--- src/rtl/abro_pkg.sv ---
// Shared definitions for the ABRO front end and state machine: debounce state
// type, default conditioning parameters and the ABRO FSM state encoding.
package abro_pkg;

  localparam int SYNC_STAGES_DEF     = 2;
  localparam int DEBOUNCE_CYCLES_DEF = 4;

  typedef enum logic [0:0] {
    DEB_STABLE  = 1'b0,
    DEB_CONFIRM = 1'b1
  } deb_state_t;

  // ABRO state machine encoding, kept here so both blocks agree on it.
  localparam logic [1:0] ABRO_WAIT_AB = 2'd0;
  localparam logic [1:0] ABRO_WAIT_A  = 2'd1;
  localparam logic [1:0] ABRO_WAIT_B  = 2'd2;
  localparam logic [1:0] ABRO_DONE    = 2'd3;

  function automatic int cnt_width(input int cycles);
    return ($clog2(cycles) < 1) ? 1 : $clog2(cycles);
  endfunction

endpackage

--- src/rtl/abro_input_conditioner_if.sv ---
// Bundle of the raw inputs, conditioned outputs and per-channel debounce state.
interface abro_input_conditioner_if;
  import abro_pkg::*;

  // Level/pulse signals only; no handshake. The conditioner samples A_raw/B_raw
  // every clock and presents A/B/A_rise/B_rise as valid on every cycle.
  logic       A_raw;
  logic       B_raw;
  logic       A;
  logic       B;
  logic       A_rise;
  logic       B_rise;
  deb_state_t A_state;
  deb_state_t B_state;

  modport master (
    output A_raw, B_raw,
    input  A, B, A_rise, B_rise, A_state, B_state
  );

  modport slave (
    input  A_raw, B_raw,
    output A, B, A_rise, B_rise, A_state, B_state
  );

endinterface

--- src/rtl/abro_debounce_channel.sv ---
// One conditioning channel: synchronizer chain, two-state debounce FSM with a
// confirmation counter, and a registered rising-edge pulse.
module abro_debounce_channel
  import abro_pkg::*;
#(
  parameter int SYNC_STAGES     = SYNC_STAGES_DEF,
  parameter int DEBOUNCE_CYCLES = DEBOUNCE_CYCLES_DEF
) (
  input  logic       clk,
  input  logic       rst_n,
  input  logic       raw,
  output logic       level,
  output logic       rise,
  output deb_state_t state
);

  localparam int              CNT_W    = cnt_width(DEBOUNCE_CYCLES);
  localparam logic [CNT_W-1:0] CNT_LAST = CNT_W'(DEBOUNCE_CYCLES - 1);

  logic [SYNC_STAGES-1:0] sync_q, sync_d;
  deb_state_t             state_q, state_d;
  logic [CNT_W-1:0]       cnt_q, cnt_d;
  logic                   level_q, level_d;
  logic                   rise_q, rise_d;
  logic                   s;

  assign s = sync_q[SYNC_STAGES-1];

  always_comb begin
    sync_d = {sync_q[SYNC_STAGES-2:0], raw};
  end

  // cnt counts consecutive samples of s that disagree with the accepted level.
  always_comb begin
    state_d = state_q;
    cnt_d   = cnt_q;
    level_d = level_q;
    rise_d  = 1'b0;
    case (state_q)
      DEB_STABLE: begin
        if (s != level_q) begin
          state_d = DEB_CONFIRM;
          cnt_d   = CNT_W'(1);
        end else begin
          cnt_d   = '0;
        end
      end
      DEB_CONFIRM: begin
        if (s == level_q) begin
          state_d = DEB_STABLE;
          cnt_d   = '0;
        end else if (cnt_q == CNT_LAST) begin
          state_d = DEB_STABLE;
          cnt_d   = '0;
          level_d = s;
          rise_d  = s;
        end else begin
          cnt_d   = cnt_q + CNT_W'(1);
        end
      end
      default: begin
        state_d = DEB_STABLE;
        cnt_d   = '0;
      end
    endcase
  end

  always_ff @(posedge clk or negedge rst_n) begin
    if (!rst_n) begin
      sync_q  <= '0;
      state_q <= DEB_STABLE;
      cnt_q   <= '0;
      level_q <= 1'b0;
      rise_q  <= 1'b0;
    end else begin
      sync_q  <= sync_d;
      state_q <= state_d;
      cnt_q   <= cnt_d;
      level_q <= level_d;
      rise_q  <= rise_d;
    end
  end

  assign level = level_q;
  assign rise  = rise_q;
  assign state = state_q;

endmodule

--- src/rtl/abro_input_conditioner.sv ---
// Two independent debounce channels conditioning the A and B inputs of the
// ABRO state machine; this level is wiring only.
module abro_input_conditioner
  import abro_pkg::*;
#(
  parameter int SYNC_STAGES     = SYNC_STAGES_DEF,
  parameter int DEBOUNCE_CYCLES = DEBOUNCE_CYCLES_DEF
) (
  input logic                      clk,
  input logic                      rst_n,
  abro_input_conditioner_if.slave  io
);

  abro_debounce_channel #(
    .SYNC_STAGES     (SYNC_STAGES),
    .DEBOUNCE_CYCLES (DEBOUNCE_CYCLES)
  ) u_chan_a (
    .clk   (clk),
    .rst_n (rst_n),
    .raw   (io.A_raw),
    .level (io.A),
    .rise  (io.A_rise),
    .state (io.A_state)
  );

  abro_debounce_channel #(
    .SYNC_STAGES     (SYNC_STAGES),
    .DEBOUNCE_CYCLES (DEBOUNCE_CYCLES)
  ) u_chan_b (
    .clk   (clk),
    .rst_n (rst_n),
    .raw   (io.B_raw),
    .level (io.B),
    .rise  (io.B_rise),
    .state (io.B_state)
  );

endmodule

--- src/flat_wrapper.sv ---
// flat-port wrapper written by rule: the top's interface ports become plain ports
module abro_input_conditioner_flat import abro_pkg::*;
#(
  parameter int SYNC_STAGES     = SYNC_STAGES_DEF,
  parameter int DEBOUNCE_CYCLES = DEBOUNCE_CYCLES_DEF
)
  (clk, rst_n, io_A_raw, io_B_raw, io_A, io_B, io_A_rise, io_B_rise, io_A_state, io_B_state);
  abro_input_conditioner_if io_i ();
  input logic clk;
  input logic rst_n;
  input wire logic [$bits(io_i.A_raw)-1:0] io_A_raw;
  input wire logic [$bits(io_i.B_raw)-1:0] io_B_raw;
  output wire logic [$bits(io_i.A)-1:0] io_A;
  output wire logic [$bits(io_i.B)-1:0] io_B;
  output wire logic [$bits(io_i.A_rise)-1:0] io_A_rise;
  output wire logic [$bits(io_i.B_rise)-1:0] io_B_rise;
  output wire logic [$bits(io_i.A_state)-1:0] io_A_state;
  output wire logic [$bits(io_i.B_state)-1:0] io_B_state;
  assign io_i.A_raw = io_A_raw;
  assign io_i.B_raw = io_B_raw;
  assign io_A = io_i.A;
  assign io_B = io_i.B;
  assign io_A_rise = io_i.A_rise;
  assign io_B_rise = io_i.B_rise;
  assign io_A_state = io_i.A_state;
  assign io_B_state = io_i.B_state;
  abro_input_conditioner #(.SYNC_STAGES(SYNC_STAGES), .DEBOUNCE_CYCLES(DEBOUNCE_CYCLES)) u_core (.clk(clk), .rst_n(rst_n), .io(io_i));
endmodule
--- config.mk ---
export PLATFORM = sky130hd
export DESIGN_NAME = abro_input_conditioner_flat
export DESIGN_NICKNAME = d
export VERILOG_FILES = /design/src/rtl/abro_pkg.sv /design/src/rtl/abro_input_conditioner_if.sv /design/src/rtl/abro_debounce_channel.sv /design/src/rtl/abro_input_conditioner.sv /design/src/flat_wrapper.sv
export SDC_FILE = /design/constraint.sdc
export NUM_CORES = 1
export LEC_CHECK = 0
export ABC_CLOCK_PERIOD_IN_PS = 1080
export BUFFER_PORTS_ARGS = -buffer_cell sky130_fd_sc_hd__buf_4
export CAP_MARGIN = 20
export CORE_AREA = 2 2 39 41
export DETAILED_ROUTE_END_ITERATION = 8
export DIE_AREA = 0 0 41 43
export GPL_ROUTABILITY_DRIVEN = 0
export MAX_ROUTING_LAYER = met4
export PLACE_DENSITY = 0.65
export SLEW_MARGIN = 20
export SYNTH_ARGS = -nofsm -noshare
export SYNTH_HDL_FRONTEND = slang
export SYNTH_HIERARCHICAL = 1
export SYNTH_SLANG_ARGS = --single-unit
--- constraint.sdc ---
create_clock -name clk -period 1.08 [get_ports clk]
set_clock_uncertainty 0.1 [all_clocks]
set_input_delay 0.108 -clock clk [delete_from_list [all_inputs] [get_ports clk]]
set_output_delay 0.108 -clock clk [all_outputs]
set_load 0.005 [all_outputs]
# Yosys cells after proc, flatten, opt, wreduce, memory -nomap -nowiden
# Index checks and enable logic that the tools add are counted.
# op_classes
n_addsub	2
eq_ne	6
n_mux	22
bitwise_logic	4
reduce_logical	2
# op_table
op	n
1-bit two-way mux	14
2-bit two-way mux	4
2-bit case mux with 2 select lines	2
3-bit AND reduction	2
2-bit by 1-bit adder with 2-bit output (second input constant)	2
2-bit equality test (second input constant)	2
1-bit inverter	4
1-bit case mux with 2 select lines	2
1-bit equality test	2
1-bit != test	2
# totals
regBits	14
input_bits	4
out_inout_bits	6
wordCells	46

# Depth between registers and ports, before layout
# logic_depth
word_depth	4
ltp_mapped	3
mapped_depth_nobuf	3

# Cells and area by module
# Netlist, hierarchy kept.
# by_module_without_submodules
module	instances	cells_per_inst	area_per_inst_um2	seq_area_each_um2
abro_debounce_channel	2	17	249.0	175.2

# Worst setup path after synthesis
# No wires, ideal clock.
# synth_timing
path_type	register to register
start	register u_core.u_chan_a.cnt_q[0]
end	register u_core.u_chan_a.level_q (netlist: u_core/u_chan_a/level)
setup_ps	125
t_arrival_ps	940
required_ps	855
path_slack_ps	-86
path_stages_with_launch	4
path_buffers	0
period_less_slack_ps	1166
path_cell_list	dfrtp_1 ha_1 nand2_2 mux2_4
# synth_via
elab_chain_len	2
# synth_rtl
item	line_no	source
start: declaration	abro_debounce_channel.sv:22	logic [CNT_W-1:0] cnt_q, cnt_d;
start signal: assignment	abro_debounce_channel.sv:78	cnt_q <= cnt_d;
2-bit equality test	abro_debounce_channel.sv:52	end else if (cnt_q == CNT_LAST) begin
3-bit AND reduction (no line)	--	
end signal: assignment	abro_debounce_channel.sv:79	level_q <= level_d;
end: declaration	abro_debounce_channel.sv:23	logic level_q, level_d;
# No other way between the ends.
# A chain may end at the register's enable or synchronous reset.

# Worst setup path after layout
# layout_timing
start	register u_core.u_chan_b.cnt_q[0]
end	register u_core.u_chan_b.level_q (netlist: u_core/u_chan_b/level)
# layout_via
elab_chain_len	2
# layout_rtl
item	line_no
start: declaration	abro_debounce_channel.sv:22
start signal: assignment	abro_debounce_channel.sv:78
2-bit equality test	abro_debounce_channel.sv:52
3-bit AND reduction (no line)	--
end signal: assignment	abro_debounce_channel.sv:79
end: declaration	abro_debounce_channel.sv:23
# No other way between the ends.

==> metrics.txt <==
status=finished with violations; failing checks=setup timing; Mapped Area=498 um^2; worst path arrival time=1.23 ns; cell area power density=2560 nW/um^2; ranking of synthesized cells by area=dfrtp_1 70%, mux2_4 6.0%, ha_1 5.0%, xnor2_1 3.5%, nor2_1 3.0%; Critical Path, Cell by Cell=ha_2 -> nand2_2 -> mux2_4; Layout Utilization=55.4%; leading area contributor after synthesis=dfrtp_1; placed cell count=64; maximum vdd drop=0.00113 V; Pleak=0.373 nW; Synth-to-Final Area Change=54.0%; clock power share=18.7%; Yosys top cell area share=70.4%; Crit path required time=1.15 ns; later-pin clock latency in the skew report=0.28 ns; max-slew violations=0; Clock Sinks=14; Reg2Reg Setup Slack=-0.09 ns; slowest cell on the critical path=dfrtp_1; Post-Synthesis Net Count=40; routed via count=325; slew of the pin with the lowest slew margin=0.276 ns; vias per inst=4.28; Cell Count, Final, Fillers Out=76; final instance area=767 um^2; CTS root buf=clkbuf_4; Clock Tree Buf Depth=2; Sequential Power Share=40.6%; Rel. slew slack=81.4%; RSZ-0062 raised after global routing=true; nets@finish=67; Placeable Area=1380 um^2; CP startpoint kind=flip-flop; period utilization=108%; die area=1760 um^2; vias in the first global route=317; Final setup viols=6; Mapped Cells=34; Final ANT Viol Nets=0; min-delay worst type=in -> async; fill cell total of the finished layout=119; Critical R2R Launch=u_core/u_chan_b/cnt_q[0]; port bufs=9; CP max FO=2; share of cells above drive strength 1=50.0%; Psw=553 uW; Critical Path Sink Type=flip-flop; total gr overflow=0; first-pass GRT wire length=1270 um; Total Routing Usage GR=12.1%; area taken by multi-input logic gates=158 um^2; CTS tree=built; drt pass-1 iters=2; Fin. Hold Viols=0; total wire length=825 um; Reg2Reg Depth=3; routed length per instance=10.9 um; Yosys warning total=6; Switching Share=28.1%; Antenna Cells=0; die height=43 um; Max Cap Viol=0; register clock-pin slew on the reported worst setup and hold paths=0.08 ns; Placed Area=628 um^2; post-layout min period=1.17 ns; Seq/Total Area, Yosys=70.4%; register bit total from synthesis=14; drt initial violations=6; fmax=858 MHz; antenna violations before repair=0; FF-to-FF End=u_core/u_chan_b/level; Starting Density=36.0%; total power=1.97 mW; cts bufs inserted=3; CP max stage delay=0.39 ns; die width=41 um; internal power=1.41 mW; Logic pwr share=40.7%; dpl hpwl=555 um; # rows=14; largest net degree at the start of global routing=15; pre-CTS setup slack=-0.0631 ns; Cell variety after synth=10; IO Pins=10; Avg Cell Area, Syn=14.6 um^2; DRC violations left=0; worst setup margin=-0.0858 ns; H-tree levels=1; critical path class=reg -> reg; Register Area=350 um^2
metrics by stage:
step / hold slack, ns / setup TNS (ns)
2_1_floorplan: -0.288 / -0.0727
3_3_place_gp: -0.136 / -0.0981
3_5_place_dp: -0.137 / -0.198
4_1_cts: 0.103 / -0.364
5_1_grt: 0.126 / -0.615
6_report: 0.105 / -0.290
cell usage after synthesis (all sizes together):
cell type  instances
o21a               2
a21oi              2
nor3b              2
dfrtp             14
ha                 2
nand2              4
xnor2              2
nor2               4
mux2               2
power groups by stage:
| stage | Sequential (mW) | Clock, mW | Combinational, mW |
|---|---|---|---|
| global route | 0.814 | 0.405 | 0.870 |
| floorplan | 0.807 | 0 | 0.260 |
| finish | 0.799 | 0.368 | 0.799 |
| global placement | 0.789 | 0 | 0.558 |
| detailed placement | 0.804 | 0 | 0.582 |
| CTS | 0.791 | 0.385 | 0.750 |
cells in the final DEF (no fill, tap or decap), drive strengths merged:
cell type	Yosys	routed
dfrtp	14	14
a21oi	2	2
ha	2	2
nor3b	2	2
mux2	2	2
nand2	4	4
clkbuf	0	4
buf	0	19
o21a	2	2
nor2	4	4
xnor2	2	2
dlygate4sd3	0	3
final cells by class:
cell class | instances | share of cell area, %
clock buffer | 4 | 4.73
multi-input combinational | 20 | 20.6
sequential | 14 | 45.7
tap | 16 | 2.61
timing repair buffer | 22 | 26.4
cell families after synthesis:
family          Yosys count  share of synthesized area [%]
compound gates            4                           5.02
mux                       2                           6.03
xor+xnor                  2                           3.52
flops                    14                           70.4
simple gates             10                           10.0
fa+ha+maj                 2                           5.02
registers in the layout, summed over array words and instances (netlist names):
| name | flops |
|---|---|
| u_core/u_chan_b/rise | 1 |
| u_core/u_chan_b/level | 1 |
| u_core/u_chan_b/sync_q | 2 |
| u_core/u_chan_a/state | 1 |
| u_core/u_chan_a/cnt_q | 2 |
| u_core/u_chan_a/sync_q | 2 |
| u_core/u_chan_b/cnt_q | 2 |
| u_core/u_chan_a/rise | 1 |
| u_core/u_chan_a/level | 1 |
| u_core/u_chan_b/state | 1 |
repair_timing:
action                                  in CTS  in global routing
gates resized for setup                      5                  4
setup buffers                                4                  1
pin swaps                                    1                  4
endpoints found under the setup margin       6                  9
hold buffers                                 3                  0
endpoints found under the hold margin       16                  0
worst max-delay path by stage:
stage	start	end
floorplan	u_core/u_chan_a/cnt_q[0]	u_core/u_chan_a/level
global placement	u_core/u_chan_a/cnt_q[0]	u_core/u_chan_a/level
detailed placement	u_core/u_chan_b/cnt_q[0]	u_core/u_chan_b/level
CTS	u_core/u_chan_b/cnt_q[0]	u_core/u_chan_b/cnt_q[0]
global route	u_core/u_chan_b/cnt_q[0]	u_core/u_chan_b/level
finish	u_core/u_chan_b/cnt_q[0]	u_core/u_chan_b/level
metal layers:
layer	vias up	GRT usage, %	wire length (um)
li1	163	-	-
met1	150	13.4	368
met2	8	16.3	396
met3	4	4.71	33
met4	0	10.0	26
met5	-	-	0
critical path, delay by kind of cell (launching register included):
family	cells	cell delay, ns
adders and majority gates	1	0.20
muxes	1	0.29
DFF	1	0.39
and+or+nand+nor	1	0.07
No activity file was read; power rests on OpenSTA's default activity.
